===== config.mk =====
export PLATFORM = sky130hd
export DESIGN_NAME = mem_bus_arbiter
export DESIGN_NICKNAME = d
export VERILOG_FILES = /design/src/rtl/mem_bus_arbiter.sv
export SDC_FILE = /design/constraint.sdc
export NUM_CORES = 1
export LEC_CHECK = 0
export CORE_AREA = 2 2 122 124
export DETAILED_ROUTE_END_ITERATION = 6
export DIE_AREA = 0 0 124 126
export MAX_ROUTING_LAYER = met4
export PLACE_DENSITY = 0.53
export SLEW_MARGIN = 15
export SYNTH_ARGS = -nofsm -noshare
export SYNTH_HDL_FRONTEND = slang
export SYNTH_SLANG_ARGS = --single-unit

===== constraint.sdc =====
create_clock -name clk -period 2 [get_ports clk]
set_input_delay 0.3 -clock clk [delete_from_list [all_inputs] [get_ports clk]]
set_output_delay 0.3 -clock clk [all_outputs]
set_load 0.005 [all_outputs]

===== src/rtl/mem_bus_arbiter.sv =====
// Two-master round-robin arbiter onto a single slave memory port, with a per-transfer wait timeout.
// Latency: one idle arbitration cycle, then request/response pass straight through combinationally.
// Backpressure: the owner waits on s_ready; a TIMEOUT-cycle stall aborts the transfer with ERR_DATA and err.
module mem_bus_arbiter #(
    parameter int unsigned TIMEOUT  = 16,
    parameter logic [31:0] ERR_DATA = 32'hDEAD_BEEF
) (
    input  logic        clk,
    input  logic        resetn,
    input  logic        m0_valid,
    input  logic [31:0] m0_addr,
    input  logic [31:0] m0_wdata,
    input  logic [3:0]  m0_wstrb,
    output logic        m0_ready,
    output logic [31:0] m0_rdata,
    input  logic        m1_valid,
    input  logic [31:0] m1_addr,
    input  logic [31:0] m1_wdata,
    input  logic [3:0]  m1_wstrb,
    output logic        m1_ready,
    output logic [31:0] m1_rdata,
    output logic        s_valid,
    output logic [31:0] s_addr,
    output logic [31:0] s_wdata,
    output logic [3:0]  s_wstrb,
    input  logic        s_ready,
    input  logic [31:0] s_rdata,
    output logic [1:0]  grant,
    output logic        err
);

    typedef enum logic [1:0] {
        IDLE  = 2'd0,
        BUSY0 = 2'd1,
        BUSY1 = 2'd2
    } state_e;

    localparam logic [7:0] CNT_LAST = 8'(TIMEOUT - 1);

    state_e      state_q, state_d;
    logic        last_grant_q, last_grant_d;   // 1: master 1 was served last
    logic [7:0]  cnt_q, cnt_d;

    logic        busy;
    logic        sel_vld;
    logic        tmo;
    logic        done;
    logic [31:0] rsp_dat;

    always_ff @(posedge clk or negedge resetn) begin
        if (!resetn) begin
            state_q      <= IDLE;
            last_grant_q <= 1'b1;
            cnt_q        <= 8'd0;
        end else begin
            state_q      <= state_d;
            last_grant_q <= last_grant_d;
            cnt_q        <= cnt_d;
        end
    end

    always_comb begin
        busy    = (state_q == BUSY0) || (state_q == BUSY1);
        sel_vld = (state_q == BUSY0) ? m0_valid :
                  (state_q == BUSY1) ? m1_valid : 1'b0;
        // A real s_ready always beats a timeout landing on the same cycle.
        tmo     = busy && sel_vld && !s_ready && (cnt_q == CNT_LAST);
        done    = busy && sel_vld && (s_ready || tmo);
        rsp_dat = s_ready ? s_rdata : ERR_DATA;
    end

    always_comb begin
        state_d      = state_q;
        last_grant_d = last_grant_q;
        cnt_d        = cnt_q;
        case (state_q)
            IDLE: begin
                cnt_d = 8'd0;
                if (m0_valid && m1_valid) begin
                    state_d = last_grant_q ? BUSY0 : BUSY1;
                end else if (m0_valid) begin
                    state_d = BUSY0;
                end else if (m1_valid) begin
                    state_d = BUSY1;
                end
            end
            BUSY0, BUSY1: begin
                if (!sel_vld) begin
                    // Owner withdrew mid-transfer: drop it without touching fairness state.
                    state_d = IDLE;
                    cnt_d   = 8'd0;
                end else if (done) begin
                    state_d      = IDLE;
                    last_grant_d = (state_q == BUSY1);
                    cnt_d        = 8'd0;
                end else begin
                    cnt_d = cnt_q + 8'd1;
                end
            end
            default: begin
                state_d = IDLE;
                cnt_d   = 8'd0;
            end
        endcase
    end

    always_comb begin
        grant    = {state_q == BUSY1, state_q == BUSY0};
        s_valid  = sel_vld;
        s_addr   = 32'd0;
        s_wdata  = 32'd0;
        s_wstrb  = 4'd0;
        if (state_q == BUSY0) begin
            s_addr  = m0_addr;
            s_wdata = m0_wdata;
            s_wstrb = m0_wstrb;
        end else if (state_q == BUSY1) begin
            s_addr  = m1_addr;
            s_wdata = m1_wdata;
            s_wstrb = m1_wstrb;
        end
        m0_ready = done && (state_q == BUSY0);
        m1_ready = done && (state_q == BUSY1);
        m0_rdata = m0_ready ? rsp_dat : 32'd0;
        m1_rdata = m1_ready ? rsp_dat : 32'd0;
        err      = tmo;
    end

endmodule


Word-level counts from Yosys, hierarchy flattened
Cells that the tools add are included.
{"block": "word_totals", "register_bits": 11}
{"block": "op_classes", "n_eq_ne": 5, "n_reduce_logical": 14, "mux": 21, "add_sub_neg": 1}
{"cell": "two-way mux 32 bit", "count": 7}
{"cell": "two-way mux 8 bit", "count": 3}
{"cell": "two-way mux 2 bit", "count": 6}
{"cell": "adder 8 x 1 -> 8 bit, second input constant", "count": 1}
{"cell": "== test 8 x 4 -> 1 bit, second input constant", "count": 1}
{"cell": "two-way mux 4 bit", "count": 2}
{"cell": "logical AND 1 bit", "count": 7}
{"cell": "!= test 4 bit, second input constant", "count": 1}
{"cell": "one-hot mux 2 bit (2 select lines)", "count": 1}
{"cell": "!= test 3 bit, second input constant", "count": 1}
{"cell": "AND reduction 3 bit", "count": 1}
{"cell": "== test 2 x 1 -> 1 bit, second input constant", "count": 1}
{"cell": "== test 2 bit, second input constant", "count": 1}
{"cell": "zero test 2 bit", "count": 1}
{"cell": "logical OR 1 bit", "count": 2}
{"cell": "two-way mux 1 bit", "count": 2}
{"cell": "AND reduction 2 bit", "count": 1}
{"cell": "OR reduction 2 bit", "count": 1}
{"cell": "zero test 1 bit", "count": 1}

Longest topological paths before layout
{"block": "logic_depth", "ltp_word": 11, "ltp_mapped": 8, "depth_no_buf": 6}

Worst setup path after synthesis
OpenSTA, ideal clock, no wires.
{"block": "synth_path", "path_type": "register to output", "start": "register state_q[0]", "end": "output port m0_rdata[22]", "path_stages_with_launch": 8, "path_buffers": 2, "setup_slack_ns": 0.119, "arrival_ns": 1.581, "path_cell_list": "dfrtp_1 > ha_1 > buf_2 > nand3b_4 > a21boi_4 > nand3_2 > buf_2 > nor2_1"}
{"block": "synth_between", "elab_cells_between_ends": 12, "classes_between": "eq/ne: 2; mux: 3; reduce/logical: 7"}
{"item": "start: declaration", "line_no": "40", "source": "state_e state_q, state_d;"}
{"item": "start signal: assignment", "line_no": "56", "source": "state_q <= state_d;"}
{"item": "== test 2 x 1 -> 1 bit *"}
{"item": "named net grant[0]", "line_no": "28", "source": "output logic [1:0] grant,"}
{"item": "two-way mux 1 bit / logical OR 1 bit (equally long branches)", "line_no": "64, 63"}
{"item": "logical AND 1 bit", "line_no": "67, 68"}
{"item": "logical AND 1 bit (2 in a row)", "line_no": "67", "source": "tmo = busy && sel_vld && !s_ready && (cnt_q == CNT_LAST);"}
{"item": "logical OR 1 bit", "line_no": "68", "source": "done = busy && sel_vld && (s_ready || tmo);"}
{"item": "logical AND 1 bit", "line_no": "68"}
{"item": "logical AND 1 bit *", "line_no": "122", "source": "m0_ready = done && (state_q == BUSY0);"}
{"item": "two-way mux 32 bit *", "line_no": "124", "source": "m0_rdata = m0_ready ? rsp_dat : 32'd0;"}
{"item": "end: declaration", "line_no": "15", "source": "output logic [31:0] m0_rdata,"}
The timed path passes the listed nets; every way through them passes the cells marked *.

Worst setup path in the final report
{"block": "layout_path", "start": "register state_q[1]", "end": "output port s_addr[4]"}
{"block": "layout_between", "elab_chain_cells": 3, "elab_cells_between_ends": 4, "classes_between": "eq/ne: 2; mux: 2"}
{"item": "== test 2 bit", "line_no": "117", "source": "end else if (state_q == BUSY1) begin"}
{"item": "two-way mux 32 bit", "line_no": "117"}
{"item": "two-way mux 32 bit *", "line_no": "113", "source": "if (state_q == BUSY0) begin"}
{"item": "end: declaration", "line_no": "23", "source": "output logic [31:0] s_addr,"}
Every way passes the cells marked *; elsewhere a longest branch is shown, timed or not.

==> flow_metrics.tcl <==
set metrics [dict create \
    gp_congestion 0.867 \
    yosys_warnings 0 \
    pre_cts_slack_ns -0.414 \
    crit_type "reg -> out" \
    drc 0 \
    grt_busiest_layer "met2" \
    cts_buffer_depth 2 \
    cap_violations 0 \
    synth_nets 432 \
    p_per_area_nw_per_um2 768 \
    cts_sinks 11 \
    die_y_um 126 \
    worst_pin_slew_ns 0.528 \
    status "finished with violations" \
    cts_root_buffer "clkbuf_16" \
    ys_seq_area_share_pct 15.3 \
    final_cell_mix "clkdlybuf4s50_1 (173), buf_2 (105), a22o_1 (68)" \
    clock_latency_ns 0.24 \
    drive_gt1_share_pct 48.6 \
    slew_violations 0 \
    track_usage_pct 15.4 \
    placed_cell_area_um2 5320 \
    grt_overflow 0 \
    layout_commonest_cell "clkdlybuf4s50_1" \
    grt_pass1_wl_um 18400 \
    dieArea_um2 15600 \
    arrival_ns 2.07 \
    grt_max_degree 35 \
    wl_per_cell_um 16.8 \
    cts_tree "done" \
    violations "setup timing" \
    grt_pass1_vias 3600 \
    rows 44 \
    finalSetupViolCount 136 \
    vias 3441 \
    vias_per_cell 4.20 \
    max_freq_mhz 421 \
    drt_iter0_drc 106 \
    period_needed_ns 2.37 \
    crit_required_ns 1.70 \
    min_path_type "in -> async" \
    area_growth_syn_to_layout_pct 239 \
    timing.hold.ws_ns 0.409 \
    slowest_stage "dfrtp_1" \
    ant_nets 0 \
    ys_types 31 \
    htree_num_levels 1 \
    start_kind "register" \
    antenna_cells 0 \
    clk_pin_slew_ns 0.05 \
    slew_headroom_pct 64.7 \
    synthCells 255 \
    rsz0062_at_grt "true" \
    ir_drop_uv 347 \
    syn-cell-area_um2 1810 \
    pin_count 311 \
    port_buffers 310 \
    setup_slack_ns -0.373 \
    timing.final.crit_share_pct 119 \
    cts_buffers 3 \
    p_leak_uw 0.00291 \
    core-area_um2 14300 \
    critPathMaxStageDelay_ns 0.40 \
    critPathTopFamily "buffers and inverters" \
    hpwl_um 9580 \
    syn_avg_cell_area_um2 7.11 \
    antenna_found_initial 0 \
    crit_chain "buf_6 > ha_4 > buf_6 > nor2b_4 > buf_6 > buf_8 > buf_16 > buf_12 > buf_6 > a22o_1 > buf_2" \
    finalInstanceArea_um2 6150 \
    path_buf_inv 8 \
    final_nets 814 \
    hold_viol_final 0 \
    ys_ff_latch 11 \
    drt_wl_total_um 13700 \
    finClkSkew_ns 0.00373 \
    met3_usage_pct 2.63 \
    grt_use_met2_pct 29.1 \
    grt_util_met1_pct 16.7 \
    die_w_um 124 \
    cp_common_cell "buf_6" \
    crit_path_end_kind "output pin" \
    initial_core_util_pct 12.7 \
    dr.pass1.iters 5 \
    critPathMaxFanout 5 \
]
where the power goes:
group / leakage (uW) / switching [uW] / internal [uW]
Clock: 0.0000409 / 108 / 265
Sequential: 0.000147 / 33.1 / 261
Combinational: 0.00272 / 1580 / 2470
worst reg2reg max path, cell delays in order (launching register included):
cell and delay, ns:
dfrtp_1 0.38, inv_2 0.09, ha_4 0.18, nand3b_4 0.17, a21boi_4 0.23, buf_4 0.14
buf_4 0.09, buf_4 0.11, nand2_2 0.11, o211ai_1 0.21
metrics by stage:
stage          power (uW)  setup TNS [ns]  cells  utilization [%]
2_1_floorplan        1550               0    255                -
3_3_place_gp         3660          -46.89    752             37.2
3_5_place_dp         3660          -47.45    752             37.2
4_1_cts              4600          -37.58    794             40.1
5_1_grt              5040          -36.04    820             42.9
6_report             4720          -26.95    820             42.9
synth_stat cells:
cell | instances | area share [%]
a21boi_4 | 1 | 1.0
a21o_4 | 1 | 0.83
o211ai_1 | 1 | 0.41
a21bo_2 | 1 | 0.55
and3_1 | 2 | 0.69
nand3b_4 | 1 | 1.1
buf_6 | 3 | 1.9
o21ai_0 | 2 | 0.55
inv_1 | 4 | 0.83
ha_1 | 4 | 2.8
buf_2 | 8 | 2.2
o2111ai_1 | 1 | 0.48
nand3b_1 | 1 | 0.41
buf_1 | 1 | 0.21
nor3_1 | 2 | 0.55
nand2b_1 | 1 | 0.35
clkbuf_1 | 15 | 3.1
nor2_1 | 72 | 15
dfrtp_1 | 10 | 14
nand2_1 | 16 | 3.3
nand3_2 | 1 | 0.55
xor2_1 | 2 | 0.97
a21oi_1 | 2 | 0.55
xnor2_1 | 4 | 1.9
nor2b_1 | 25 | 8.6
a22oi_1 | 1 | 0.41
a22o_1 | 68 | 33
nand3_1 | 2 | 0.55
nand3_4 | 1 | 0.97
dfstp_2 | 1 | 1.4
nor4_4 | 1 | 1.2
layer usage:
metal  routed length [um]  vias up
li1                     -     1669
met4                  188        0
met3                  844       19
met1                 5290     1605
met5                    0        -
met2                 7420      148
flip-flops by register name (all words and copies together), names as in the netlist:
signal / count
state_q: 2
last_grant_q: 1
cnt_q: 8
repair_timing:
action / 4_1_cts / 5_1_grt
endpoints found under the hold margin: 0 / 0
gates cloned: 7 / 5
gates resized for setup: 417 / 277
pin swaps: 14 / 41
setup endpoints to repair: 138 / 137
hold buffers: 0 / 0
setup buffers: 32 / 30
cells by family after synthesis:
logic type / share of synthesized area, %
adders and majority gates: 2.76
DFF: 15.3
and+or+nand+nor: 33.2
buffers and inverters: 8.21
AOI/OAI and AO/OA: 37.7
xor gates and xnor gates: 2.90
final timing paths:
kind / from / end / slack (ns) / cells after the start
max reg2reg: state_q[1] / state_q[0] / 0.20 / 9
min reg2reg: last_grant_q / last_grant_q / 0.48 / 2
max: state_q[1] / s_addr[4] / -0.37 / 11
min in group clk: last_grant_q / last_grant_q / 0.48 / 2
max in group asynchronous: resetn / state_q[0] / 1.21 / 1
min: resetn / state_q[1] / 0.41 / 1
layout make-up:
| cell class | instances | area [um2] |
|---|---|---|
| tap | 184 | 230 |
| inverter | 4 | 17.5 |
| sequential | 11 | 278 |
| clock buffer | 3 | 75.1 |
| fill | 1453 | 8170 |
| timing repair buffer | 404 | 3710 |
| multi-input combinational | 213 | 1830 |
| clock inverter | 1 | 5.00 |
Note: power is estimated with default switching activity, not from simulation.
